## config.mk

```make
export PLATFORM = sky130hd
export DESIGN_NAME = sequence_generator
export DESIGN_NICKNAME = d
export VERILOG_FILES = /design/src/rtl/sequence_generator.sv
export SDC_FILE = /design/constraint.sdc
export NUM_CORES = 1
export LEC_CHECK = 0
export BUFFER_PORTS_ARGS = -buffer_cell sky130_fd_sc_hd__buf_2
export CAP_MARGIN = 20
export CELL_PAD_IN_SITES_DETAIL_PLACEMENT = 1
export CELL_PAD_IN_SITES_GLOBAL_PLACEMENT = 1
export CORE_MARGIN = 3
export CORE_UTILIZATION = 36
export CTS_CLUSTER_SIZE = 24
export DETAILED_ROUTE_END_ITERATION = 8
export PLACE_DENSITY_LB_ADDON = 0.15
export SLEW_MARGIN = 40
export SYNTH_ARGS = -nofsm -noshare
export SYNTH_HDL_FRONTEND = slang
export SYNTH_SLANG_ARGS = --single-unit
```

## constraint.sdc

```tcl
create_clock -name clk_i -period 2.2 [get_ports clk_i]
set_clock_uncertainty 0.2 [all_clocks]
set_input_delay 0.22 -clock clk_i [delete_from_list [all_inputs] [get_ports clk_i]]
set_output_delay 0.22 -clock clk_i [all_outputs]
set_load 0.05 [all_outputs]
```

## src/rtl/sequence_generator.sv

```systemverilog
// sequence_generator
// Serialises a captured WIDTH-bit pattern MSB-first, emitting len bits
// (0 or anything above WIDTH means WIDTH). Frames run IDLE -> SHIFT -> DONE.
// Optional feature macro: SEQUENCE_GENERATOR_PARITY_EN. When it is defined, a
// PARITY state after SHIFT appends one even-parity bit to each frame.
//
// Ports:
//   clk_i      rising-edge clock
//   rst_ni     asynchronous active-low reset
//   load_i     start a frame (sampled only while ready_o=1)
//   data_i     pattern, bit WIDTH-1 sent first
//   len_i      bit count (0 / >WIDTH => WIDTH)
//   abort_i    synchronous cancel of the frame in progress (also blocks a load)
//   x_o        registered serial bit
//   x_valid_o  x_o carries a frame bit
//   ready_o    FSM is idle and will accept a load
//   done_o     one-cycle pulse after a completed frame
module sequence_generator #(
  parameter int WIDTH = 8,
  localparam int CW = $clog2(WIDTH + 1)
) (
  input  logic             clk_i,
  input  logic             rst_ni,
  input  logic             load_i,
  input  logic [WIDTH-1:0] data_i,
  input  logic [CW-1:0]    len_i,
  input  logic             abort_i,
  output logic             x_o,
  output logic             x_valid_o,
  output logic             ready_o,
  output logic             done_o
);

  typedef enum logic [1:0] {
    S_IDLE   = 2'd0,
    S_SHIFT  = 2'd1,
`ifdef SEQUENCE_GENERATOR_PARITY_EN
    S_PARITY = 2'd2,
`endif
    S_DONE   = 2'd3
  } state_e;

  state_e           state_q, state_d;
  logic [WIDTH-1:0] sr_q, sr_d;    // bits still to send, next one at MSB
  logic [CW-1:0]    cnt_q, cnt_d;  // bits remaining after the one on x_o
  logic             x_q, x_d;
`ifdef SEQUENCE_GENERATOR_PARITY_EN
  logic             par_q, par_d;  // running XOR of bits already emitted
`endif

  logic [CW-1:0] len_eff;
  assign len_eff = (len_i == '0 || len_i > CW'(WIDTH)) ? CW'(WIDTH) : len_i;

  always_comb begin
    state_d = state_q;
    sr_d    = sr_q;
    cnt_d   = cnt_q;
    x_d     = 1'b0;
`ifdef SEQUENCE_GENERATOR_PARITY_EN
    par_d   = par_q;
`endif
    case (state_q)
      S_IDLE: begin
        if (load_i && !abort_i) begin
          // First bit goes straight onto x so it appears the cycle after load.
          state_d = S_SHIFT;
          x_d     = data_i[WIDTH-1];
          sr_d    = {data_i[WIDTH-2:0], 1'b0};
          cnt_d   = len_eff - CW'(1);
`ifdef SEQUENCE_GENERATOR_PARITY_EN
          par_d   = data_i[WIDTH-1];
`endif
        end
      end
      S_SHIFT: begin
        if (abort_i) begin
          state_d = S_IDLE;
        end else if (cnt_q == '0) begin
`ifdef SEQUENCE_GENERATOR_PARITY_EN
          state_d = S_PARITY;
          x_d     = par_q;
`else
          state_d = S_DONE;
`endif
        end else begin
          x_d   = sr_q[WIDTH-1];
          sr_d  = {sr_q[WIDTH-2:0], 1'b0};
          cnt_d = cnt_q - CW'(1);
`ifdef SEQUENCE_GENERATOR_PARITY_EN
          par_d = par_q ^ sr_q[WIDTH-1];
`endif
        end
      end
`ifdef SEQUENCE_GENERATOR_PARITY_EN
      S_PARITY: state_d = abort_i ? S_IDLE : S_DONE;
`endif
      S_DONE:  state_d = S_IDLE;  // abort is deliberately ignored here
      default: state_d = S_IDLE;
    endcase
  end

  always_ff @(posedge clk_i or negedge rst_ni) begin
    if (!rst_ni) begin
      state_q <= S_IDLE;
      sr_q    <= '0;
      cnt_q   <= '0;
      x_q     <= 1'b0;
`ifdef SEQUENCE_GENERATOR_PARITY_EN
      par_q   <= 1'b0;
`endif
    end else begin
      state_q <= state_d;
      sr_q    <= sr_d;
      cnt_q   <= cnt_d;
      x_q     <= x_d;
`ifdef SEQUENCE_GENERATOR_PARITY_EN
      par_q   <= par_d;
`endif
    end
  end

  assign x_o       = x_q;
`ifdef SEQUENCE_GENERATOR_PARITY_EN
  assign x_valid_o = (state_q == S_SHIFT) || (state_q == S_PARITY);
`else
  assign x_valid_o = (state_q == S_SHIFT);
`endif
  assign ready_o   = (state_q == S_IDLE);
  assign done_o    = (state_q == S_DONE);

endmodule

```

==> out/qor.yml <==
grt_start_max_net_pins: 15
cp_max_fo: 6
dieHeight_um: 50.47
slew_viol_final: 0
rows: 15
r2r_slack_ns: 0.19
drv_cap: 0
ys_ff_latch: 14
yosys.area.top_type: "dfrtp_1"
use_met3_pct: 2.967
min_from: "data_i[2]"
p_int_mw: 0.5070
final_hold_viol_count: 0
peakVddDrop_uv: 459.0
final_util_pct: 53.96
cts.htree.levels: 1
grt_pass1_vias: 761
synthArstFlopShare_pct: 100.0
crit_start: "state_q[1]"
synth_top_cell_area_share_pct: 49.21
start_kind: "register"
synth.most_common_cell: "dfrtp_1"
power_frac_seq_pct: 47.2
grt_pass1_wl_um: 3456
start_util_pct: 39.51
use_met1_pct: 22.72
die_w_um: 50.47
slowest_delay_ns: 0.46
cts-root-buf: "clkbuf_4"
p_clk_share_pct: 24.9
vias_per_cell: 5.242
setup_viol: 0
post_drt_wl_per_cell_um: 14.86
worst_ep_required_time_ns: 2.20
drt_pre_antenna_iters: 4
tightest_slew_ns: 0.5928
fin_crit_sh_pct: 91.28
port_buffers: 19
cts_sinks: 14
grt-busiest-layer: "met2"
ys_warn_count: 0
max-slew-margin-rel_pct: 60.12
drt_wl_total_um: 1962
final_cell_area_um2: 972.2
ys.flop_type: "dfrtp_1"
end_kind: "register"
cts-buffers-inserted: 3
track_usage_pct: 17.95
path_cells: "or2b_1 > inv_2 > nor3b_1 > a21oi_1 > ha_1 > nand2b_1 > a21oi_2 > a311oi_2"
antenna_found_initial: 0
cts_setup_buffers: 0
dpl_cell_area_um2: 848.3
switchingPower_mw: 0.2551
cellPowerDensity_nw_per_um2: 783.9
synth_seq_area_share_pct: 49.21
place.gp.congestion: 0.7996
io_pins: 20
finalSetupTns_ns: 0
clk_pin_slew_ns: 0.09
clock_latency_ns: 0.28
hpwl_um: 1356
worstPathArrival_ns: 2.01
synthCells: 75
worst_path_max_delay_cell: "dfrtp_2"
syn_to_final_growth_pct: 36.56
max_freq_ghz: 0.4980
netlist_area_um2: 711.9
drt_iter0_markers: 15
final_cells: 132
leakagePower_nw: 0.4380
hp-class: "in -> reg"
nets: 125
crit_type: "reg -> reg"
drcViolationCount: 0
syn_nets: 92
synth_edf_count: 0
rsz0062_at_grt: "false"
p_comb_share_pct: 27.9
avgSynthCellArea_um2: 9.492
status: "completed"
swShare_pct: 33.47
clockBufferDepth: 2
diodes: 0
synth.area.top_cells: "dfrtp_1 49%, nand2_1 6.9%, a31oi_1 6.2%"
synth_commonest_cells: "14 x dfrtp_1, 13 x nand2_1, 9 x nor2_1"
yosysUniqueCellTypes: 26
die-area_um2: 2547
drive_gt1_share_pct: 33.64
regToRegStartpoint: "state_q[1]"
grt_util_met2_pct: 31.09
core-area_um2: 1802
drtAntennaViolNets: 0
placed_cells: 120
vias: 692
whs_ns: 0.01873
cts_tree: "yes"
min_period_ns: 2.008
gr-total-overflow: 0
==> sequential cells by signal, summed over array words and instances (netlist names) <==
name,cells
sr_q,7
x_o,1
state_q,2
cnt_q,4
==> logic make-up (layout without fill, tap and decap cells) <==
kind of cell | Yosys count | after routing | share of synthesized area [%]
AND/OR/NAND/NOR | 35 | 35 | 23.38
AO/OA/AOI/OAI | 17 | 17 | 18.10
flip-flops | 14 | 14 | 49.21
buffers and inverters | 6 | 38 | 4.392
multiplexers | 2 | 2 | 3.163
adder cells (fa/ha/maj) | 1 | 1 | 1.757
==> metal layers <==
layer	vias to the layer above	share of wire (%)
met3	4	3.8
met4	0	1.1
met2	19	53
li1	327	-
met5	-	0
met1	342	42
==> path summary, 6_finish.rpt <==
kind | depth (start not counted) | end
setup / recovery | 8 | cnt_q[2]
hold / removal | 3 | sr_q[3]
setup reg to reg | 8 | cnt_q[2]
hold reg to reg | 2 | sr_q[7]
max in group asynchronous | 2 | state_q[1]
min in group asynchronous | 2 | sr_q[5]
==> layout by cell type (no fill, tap or decap) <==
master	n
a2111oi_4	1
a21boi_0	1
a21oi_1	3
a21oi_2	1
a311oi_2	1
a31oi_1	7
and2_2	1
buf_2	19
buf_4	4
clkbuf_4	3
clkbuf_8	1
dfrtp_1	13
dfrtp_2	1
dlygate4sd3_1	8
ha_1	1
inv_1	2
inv_2	1
mux2_2	2
nand2_1	13
nand2b_1	1
nand3_1	1
nor2_1	9
nor2_2	1
nor3_1	3
nor3b_1	3
nor4_1	1
o21ai_0	2
o31ai_1	1
or2b_1	1
or4_1	1
==> area by class of cell <==
cell class | count | area (µm²)
clock buffers | 4 | 36.28
fillers | 228 | 829.5
inverters | 3 | 11.26
multi-input cells | 55 | 336.6
flip-flops and latches | 14 | 351.6
well taps | 25 | 31.28
repair buffers | 31 | 205.2
==> through the flow <==
| stage | power, mW | setup slack (ns) |
|---|---|---|
| 2_1_floorplan | 0.4870 | 0.1081 |
| 3_3_place_gp | 0.5418 | 0.2822 |
| 3_5_place_dp | 0.5549 | 0.2024 |
| 4_1_cts | 0.7554 | 0.1498 |
| 5_1_grt | 0.8088 | 0.02586 |
| 6_report | 0.7621 | 0.1918 |
==> critical path, delay by kind of cell, from the launching register on <==
kind	cells	cell delay, ns
buf+inv	1	0.10
simple gates	3	0.46
fa+ha+maj	1	0.23
flops	1	0.46
compound gates	3	0.47
==> power by group through the flow <==
| stage | Clock, mW | Sequential [mW] | Combinational, mW |
|---|---|---|---|
| 6_report | 0.190 | 0.360 | 0.213 |
| 5_1_grt | 0.202 | 0.368 | 0.239 |
| 4_1_cts | 0.193 | 0.356 | 0.206 |
| 3_5_place_dp | 0 | 0.362 | 0.193 |
| 3_3_place_gp | 0 | 0.356 | 0.185 |
| 2_1_floorplan | 0 | 0.356 | 0.131 |
==> what timing repair did <==
action                                 4_1_cts  5_1_grt
hold buffers                                 8        0
setup endpoints to repair                    0        1
endpoints found under the hold margin       22        0
gates resized for setup                      0        3
Note: power is estimated with default switching activity, not from simulation.
